[src/rtl/mem_arbiter_pkg.sv]
// Shared types for the two-port (fetch/data) single-port memory arbiter.
package mem_arbiter_pkg;

  typedef enum logic [1:0] {
    ST_IDLE  = 2'd0,
    ST_ISSUE = 2'd1,
    ST_WAIT  = 2'd2,
    ST_DONE  = 2'd3
  } state_t;

  typedef enum logic {
    OWN_IF = 1'b0,
    OWN_D  = 1'b1
  } owner_t;

  localparam int          CNT_W     = 2;
  localparam logic [31:0] WORD_MASK = 32'hFFFF_FFFC;

endpackage

[src/rtl/mem_arbiter.sv]
// Arbitrates an instruction-fetch port and a load/store port onto one
// single-port memory; one transaction in flight, round-robin on conflict.
module mem_arbiter
  import mem_arbiter_pkg::*;
#(
  parameter int LAT = 1
) (
  input  logic        clock,
  input  logic        reset,
  input  logic        if_req,
  input  logic [31:0] if_addr,
  output logic [31:0] if_rdata,
  output logic        if_ack,
  input  logic        d_req,
  input  logic        d_we,
  input  logic [31:0] d_addr,
  input  logic [31:0] d_wdata,
  output logic [31:0] d_rdata,
  output logic        d_ack,
  output logic [31:0] mem_addr,
  output logic [31:0] mem_wdata,
  output logic        mem_we,
  input  logic [31:0] mem_rdata,
  output logic        busy,
  output logic [1:0]  State
);

  state_t             r_state;
  owner_t             r_owner;
  owner_t             r_last_owner;
  logic [31:0]        r_addr;
  logic               r_we;
  logic [31:0]        r_wdata;
  logic [CNT_W-1:0]   r_cnt;
  logic [31:0]        r_if_rdata;
  logic [31:0]        r_d_rdata;

  state_t             w_next_state;
  logic               w_grant;
  owner_t             w_grant_owner;
  logic [31:0]        w_grant_addr;
  logic               w_grant_we;

  // NOTE: every signal written here gets a default first, so no path
  // through the case statement can leave one unassigned and infer a latch.
  always_comb begin
    w_next_state  = r_state;
    w_grant       = 1'b0;
    w_grant_owner = OWN_IF;
    case (r_state)
      ST_IDLE: begin
        if (if_req && d_req) begin
          w_grant       = 1'b1;
          w_grant_owner = (r_last_owner == OWN_IF) ? OWN_D : OWN_IF;
        end else if (d_req) begin
          w_grant       = 1'b1;
          w_grant_owner = OWN_D;
        end else if (if_req) begin
          w_grant       = 1'b1;
          w_grant_owner = OWN_IF;
        end
        if (w_grant) w_next_state = ST_ISSUE;
      end
      ST_ISSUE: w_next_state = r_we ? ST_DONE : ST_WAIT;
      ST_WAIT:  if (r_cnt == '0) w_next_state = ST_DONE;
      ST_DONE:  w_next_state = ST_IDLE;
      default:  w_next_state = ST_IDLE;
    endcase
  end

  assign w_grant_addr = (w_grant_owner == OWN_D) ? d_addr : if_addr;
  assign w_grant_we   = (w_grant_owner == OWN_D) && d_we;

  // NOTE: state is updated with non-blocking assignments and an
  // asynchronous reset, so reset takes effect without waiting for a clock.
  always_ff @(posedge clock or posedge reset) begin
    if (reset) r_state <= ST_IDLE;
    else       r_state <= w_next_state;
  end

  always_ff @(posedge clock or posedge reset) begin
    if (reset) begin
      r_owner      <= OWN_IF;
      r_last_owner <= OWN_IF;
      r_addr       <= '0;
      r_we         <= 1'b0;
      r_wdata      <= '0;
      r_cnt        <= '0;
      r_if_rdata   <= '0;
      r_d_rdata    <= '0;
    end else begin
      if (w_grant) begin
        r_owner      <= w_grant_owner;
        r_last_owner <= w_grant_owner;
        r_addr       <= w_grant_addr & WORD_MASK;
        r_we         <= w_grant_we;
        r_wdata      <= d_wdata;
      end
      if (r_state == ST_ISSUE && !r_we) r_cnt <= CNT_W'(LAT - 1);
      if (r_state == ST_WAIT) begin
        if (r_cnt != '0) begin
          r_cnt <= r_cnt - 1'b1;
        end else if (r_owner == OWN_IF) begin
          r_if_rdata <= mem_rdata;
        end else begin
          r_d_rdata  <= mem_rdata;
        end
      end
    end
  end

  // Address and write data stay on the bus between transactions.
  assign mem_addr  = r_addr;
  assign mem_wdata = r_wdata;
  assign mem_we    = (r_state == ST_ISSUE) && r_we;
  assign if_ack    = (r_state == ST_DONE) && (r_owner == OWN_IF);
  assign d_ack     = (r_state == ST_DONE) && (r_owner == OWN_D);
  assign if_rdata  = r_if_rdata;
  assign d_rdata   = r_d_rdata;
  assign busy      = (r_state != ST_IDLE);
  assign State     = r_state;

endmodule

[config.mk]
export PLATFORM = sky130hd
export DESIGN_NAME = mem_arbiter
export DESIGN_NICKNAME = d
export VERILOG_FILES = /design/src/rtl/mem_arbiter_pkg.sv /design/src/rtl/mem_arbiter.sv
export SDC_FILE = /design/constraint.sdc
export NUM_CORES = 1
export LEC_CHECK = 0
export BUFFER_PORTS_ARGS = -buffer_cell sky130_fd_sc_hd__buf_2
export CELL_PAD_IN_SITES_DETAIL_PLACEMENT = 1
export CELL_PAD_IN_SITES_GLOBAL_PLACEMENT = 1
export CORE_AREA = 2 2 145 118
export DETAILED_ROUTE_END_ITERATION = 12
export DIE_AREA = 0 0 147 120
export PLACE_DENSITY_LB_ADDON = 0.3
export SLEW_MARGIN = 30
export SYNTH_ARGS = -nofsm -noshare
export SYNTH_HDL_FRONTEND = slang
export SYNTH_SLANG_ARGS = --single-unit
[constraint.sdc]
create_clock -name clock -period 4.65 [get_ports clock]
set_clock_uncertainty 0.05 [all_clocks]
set_input_delay 0.2325 -clock clock [delete_from_list [all_inputs] [get_ports clock]]
set_output_delay 0.2325 -clock clock [all_outputs]
set_load 0.1 [all_outputs]
Word level (Yosys, flattened, before mapping) --
Cells that the tools add are included.
Storage, ports and cells: register bits 132, input bits 133, output and inout port bits 134, logic and storage cells 47
Cells by class: add/sub/neg operators 1, eq/ne operators 5, mux-type cells 17, bitwise logic cells 2, reduce and logical (&&, ||, !) cells 14
Operators by type and width (number):
- $mux 32 | 1
- $mux 1 | 10
- $mux 2 | 5
- $pmux 2 s4 | 1
- $logic_and 1x1->1 | 6
- $reduce_and 3->1 | 2
- $eq 2x2->1 const B | 2
- $logic_not 2->1 | 2
- $reduce_bool 2->1 | 2
- $eq 2x1->1 const B | 1
- $ne 2x1->1 const B | 1
- $ne 2x2->1 const B | 1
- $not 1->1 | 2
- $reduce_and 2->1 | 1
- $sub 2x1->2 const B | 1
- $logic_not 1->1 | 1

Logic depth before layout (Yosys ltp) --
depth after elaboration 6, gate-level depth with buffers 7, gate-level depth less buffers 5

Worst setup path before layout --
No wires, ideal clock.
path type register -> register, start point reg r_state[0] (netlist: State[0]), end point reg r_d_rdata[0] (netlist: d_rdata[0]), setup time 0.128 ns, arrival time 2.262 ns, data required time 4.472 ns, slack 2.210 ns, stages on the path, launching flop included 7, buffers on the path 2, clock period less this slack 2.440 ns, cell sequence dfrtp_1 inv_1 ha_1 and4bb_1 buf_2 buf_6 mux2_1
Between the ends: longest elaborated chain between the ends 2
Ends and longest elaborated chain:
- start, declared | RTL line mem_arbiter.sv:28 | state_t r_state;
- start signal, assigned | RTL line mem_arbiter.sv:78 | else r_state <= w_next_state;
- $eq 2x2->1 | RTL line mem_arbiter.sv:100 | if (r_state == ST_WAIT) begin
- $reduce_and 3->1 (no source line)
- end signal, assigned | RTL line mem_arbiter.sv:106 | r_d_rdata <= mem_rdata;
- end, declared | RTL line mem_arbiter.sv:36 | logic [31:0] r_d_rdata;
No other way between the ends. A chain may end at the register's enable or synchronous reset.

Worst setup path in the final report --
start point reg r_state[0] (netlist: State[0]), end point reg r_addr[21] (netlist: mem_addr[21])
Between the ends: longest elaborated chain between the ends 3, elaborated cells on any way between the ends 4, those cells by class mux: 3; reduce/logical: 1
Ends and longest elaborated chain:
- $logic_not 2->1 (*) | RTL line mem_arbiter.sv:50 | case (r_state)
- $mux 1 | RTL line mem_arbiter.sv:50
- $mux 32 | RTL line mem_arbiter.sv:71 | assign w_grant_addr = (w_grant_owner == OWN_D) ? d_addr : if_addr;
- end signal, assigned | RTL line mem_arbiter.sv:95 | r_addr <= w_grant_addr & WORD_MASK;
- end, declared | RTL line mem_arbiter.sv:31 | logic [31:0] r_addr;
Every way passes the cells marked *; elsewhere a longest branch is shown, timed or not.

==> results.md <==
Finish:
- The area added between synthesis and finish is 45.64%.
- Cells with a size suffix above 1 make up about two fifths of the layout.
- The filler cells instantiated in the layout total 1837.
- The most common library cell in the layout ignoring fill and taps is sky130_fd_sc_hd__buf_2.
- Measured on the finished design, the core utilization comes to about 50%.
- The post-layout net count is slightly above 900.
- The top cell types in the final layout, fill and taps aside, are sky130_fd_sc_hd__buf_2 (260), sky130_fd_sc_hd__dfrtp_1 (132), sky130_fd_sc_hd__nand2_1 (98).

Placement:
- Port buffering added 260 buffers.
- Routability-driven placement finished with a final weighted congestion of just under 0.8.
- The HPWL reported at the end of detailed placement is around 12000 µm.

Global routing:
- The number of global-route vias before repair is roughly 5300.
- The total global routing track utilization is approximately a fifth.
- The initial antenna violation count is 2.
- The wire length of the first global-routing pass is ~28000 µm.
- The total congestion overflow after global routing is 0.
- The pin count of the biggest net entering global routing is 62.

Setup path:
- Across all register-to-register paths, the minimum setup slack is 2.13 ns.
- The sort of element at the end of the critical path is a flop.
- In this run the critical register-to-register path is launched from State[0]$_DFFE_PP0P_.
- The capture point of the worst reg-to-reg path is mem_addr[21]$_DFFE_PP0P_.
- The number of cells on the worst reg-to-reg path is 6.
- The slowest stage of the critical path is the sky130_fd_sc_hd__o21a_2 cell.
- In this design, the stage delay of the slowest critical-path cell is 0.73 ns.
- The arrival time reported for the critical path endpoint is roughly 2.8 ns.
- The largest driver fanout on the critical path is 48.
- Traced cell by cell, the critical path runs through inv_1 -> ha_1 -> o21a_2 -> buf_4 -> nor2_1 -> a31oi_1.
- The critical path class is reg2reg.
- STA classifies the critical path startpoint as a flop.
- STA puts the critical path data required time at 4.94 ns.

Route:
- In the routed design, unresolved DRC markers number 0.
- The total routed wirelength is about 17000 µm.
- After detailed routing, the average wire length per cell comes to between 15 and 20 µm.
- The count of antenna-violating nets left after detailed routing is 0.
- After detailed routing, the number of vias per cell comes to approximately 4.7.
- The via count is approximately 4800.
- The first routing iteration left approximately 200 violations.
- The first detailed-routing pass ran for 4 iterations.

STA:
- The worst max-slew margin expressed relative to the limit is 44.36%.
- Setup violations remaining at the end of the flow were counted as 0.
- For the final routed database, the setup TNS stands at 0 ns.
- The slew at the pin closest to its max-slew limit is 0.8345 ns.
- Setup repair after global routing left no endpoint under its margin.
- The max-slew violation count came to 0.
- The final critical path takes up between 50 and 60% of the cycle.
- Timing would allow up to slightly below 400 MHz.
- The minimum clock period after layout is 2.521 ns.
- The final hold violation count is 0.

Flow run:
- The max-capacitance violation count is 0.

Synth:
- The number of different library cells in the post-synthesis netlist is 31.
- Dividing the synthesized area by the synthesized cell count gives approximately 12 µm².
- The number of instances in the synthesized netlist is 483.
- The post-synthesis instance area is between 0.005 and 0.006 mm².
- The sequential cell area fraction in the yosys report is between 50% and 60%.
- In this run, synthesis produced a sequential element count of 132.
- Yosys printed 0 warnings.

Die:
- The initialized floorplan defines 42 standard-cell rows.
- The initial utilization of the core area, before any placement, comes to around a third.
- The area of the die is 0.01764 mm².
- around 270 I/O pins were placed.
- The total area inside the core boundary comes to 0.01629 mm².
- The die extent in y is around 120 µm.
- The die outline width is ~150 µm.

Hold path:
- The source of the worst hold timing path is mem_rdata[2].
- Counting instances, the worst hold path has a depth of 2.
- For hold timing, the worst endpoint is d_rdata[2]$_DFFE_PP0P_.
- The path class of the tightest hold or removal check is in2reg.

Clock tree:
- TritonCTS built the clock tree.
- The post-CTS repair timing setup buffer count is 0.
- Gates resized during post-CTS repair numbered 0.
- Counting along the longest clock path gives a buffer depth of 2.
- The number of buffers added by the clock tree synthesis step is 17.
- The CTS clock-pin slew for the worst setup and hold paths is 0.06 ns.
- The number of hold buffers added after CTS was 56.
- The number of clock sinks is 132.
- CTS placed an instance of sky130_fd_sc_hd__clkbuf_16 at the clock tree root.
- The H-tree generated during clock tree synthesis spans 4 levels.
- At the later pin of the worst-skew pair, clock insertion delay measures approximately 0.41 ns.

Run status:
- The flow ran to the end, and the final reports show no timing, DRC or antenna violations.
-- cells in the mapped netlist, drive strengths merged --
| library cell | count | area, µm² |
|---|---|---|
| a22o | 1 | 8.760 |
| nor3 | 2 | 10.01 |
| o22ai | 1 | 6.260 |
| and4bb | 1 | 12.51 |
| and2b | 1 | 8.760 |
| conb | 1 | 3.750 |
| or3b | 30 | 262.8 |
| buf | 20 | 155.1 |
| nor2 | 33 | 123.9 |
| a21o | 1 | 8.760 |
| a31oi | 30 | 187.7 |
| nand2 | 98 | 367.9 |
| mux2 | 65 | 731.9 |
| nor4b | 1 | 23.77 |
| o21a | 2 | 15.01 |
| a21oi | 1 | 5.000 |
| o211a | 1 | 10.01 |
| nand2b | 2 | 12.51 |
| ha | 5 | 62.56 |
| dfrtp | 132 | 3303 |
| inv | 5 | 18.77 |
| and2 | 3 | 20.02 |
| clkbuf | 15 | 56.30 |
| o21ai | 31 | 155.1 |
| o2bb2ai | 1 | 8.760 |
-- layer usage --
metal  track usage (%)  share of wire, %  vias to the layer above
li1                  -                 -                     2269
met1             22.46                40                     2341
met2             35.27                50                      185
met3             9.087               9.0                       12
met4             4.507              0.89                        2
met5                 0             0.041                        -
-- stage by stage --
stage | hold WS [ns] | worst slack [ns] | cell area, µm² | cells
finish | 0.02007 | 2.129 | 8125 | 1024
detailed placement | 0.3068 | 2.068 | 7015 | 937
floorplan | 0.2879 | 0.8415 | 5583 | 484
CTS | 0.00002690 | 2.084 | 8123 | 1023
global route | 0.009488 | 1.833 | 8123 | 1023
global placement | 0.2980 | 2.240 | 7015 | 937
-- logic make-up after synthesis --
group,share of synthesized area [%]
AOI/OAI and AO/OA,7.266
adders and majority gates,1.121
buffers and inverters,4.126
DFF,59.21
muxes,13.12
other,0.06722
and+or+nand+nor,15.09
-- worst max-delay path, delay by kind of cell (launching register included) --
kind                     cells  cell delay (ns)
AO/OA/AOI/OAI                2             0.88
buffers and inverters        2             0.70
AND/OR/NAND/NOR              1             0.10
adder cells (fa/ha/maj)      1             0.29
flip-flops                   1             0.42
-- final cells by class --
cell class	instances	area [µm²]	share of cell area, %
multi-input combinational	312	2054	25.28
sequential	132	3303	40.65
clock buffer	18	439.2	5.405
clock inverter	12	107.6	1.324
timing repair buffer	324	1922	23.65
tap	220	275.3	3.388
antenna	1	2.502	0.03080
inverter	5	21.27	0.2618
-- flip-flops by register name (all words and copies together), names as in the netlist --
name,count
d_rdata,32
if_rdata,32
mem_wdata,32
State,2
r_we,1
r_cnt,2
mem_addr,30
r_last_owner,1
-- worst max-delay path by stage --
| stage | startpoint | to | slack (ns) | cells past startpoint |
|---|---|---|---|---|
| global route | State[0]$_DFFE_PP0P_ | mem_addr[4]$_DFFE_PP0P_ | 1.83 | 6 |
| detailed placement | State[0]$_DFFE_PP0P_ | mem_addr[8]$_DFFE_PP0P_ | 2.07 | 6 |
| finish | State[0]$_DFFE_PP0P_ | mem_addr[21]$_DFFE_PP0P_ | 2.13 | 6 |
| global placement | State[0]$_DFFE_PP0P_ | mem_addr[21]$_DFFE_PP0P_ | 2.24 | 6 |
| CTS | State[0]$_DFFE_PP0P_ | mem_addr[27]$_DFFE_PP0P_ | 2.08 | 6 |
| floorplan | reset | State[0]$_DFFE_PP0P_ | 0.84 | 1 |
Power is not shown: default switching activity piles up to over one toggle a cycle in this logic, so the estimate is an artifact.
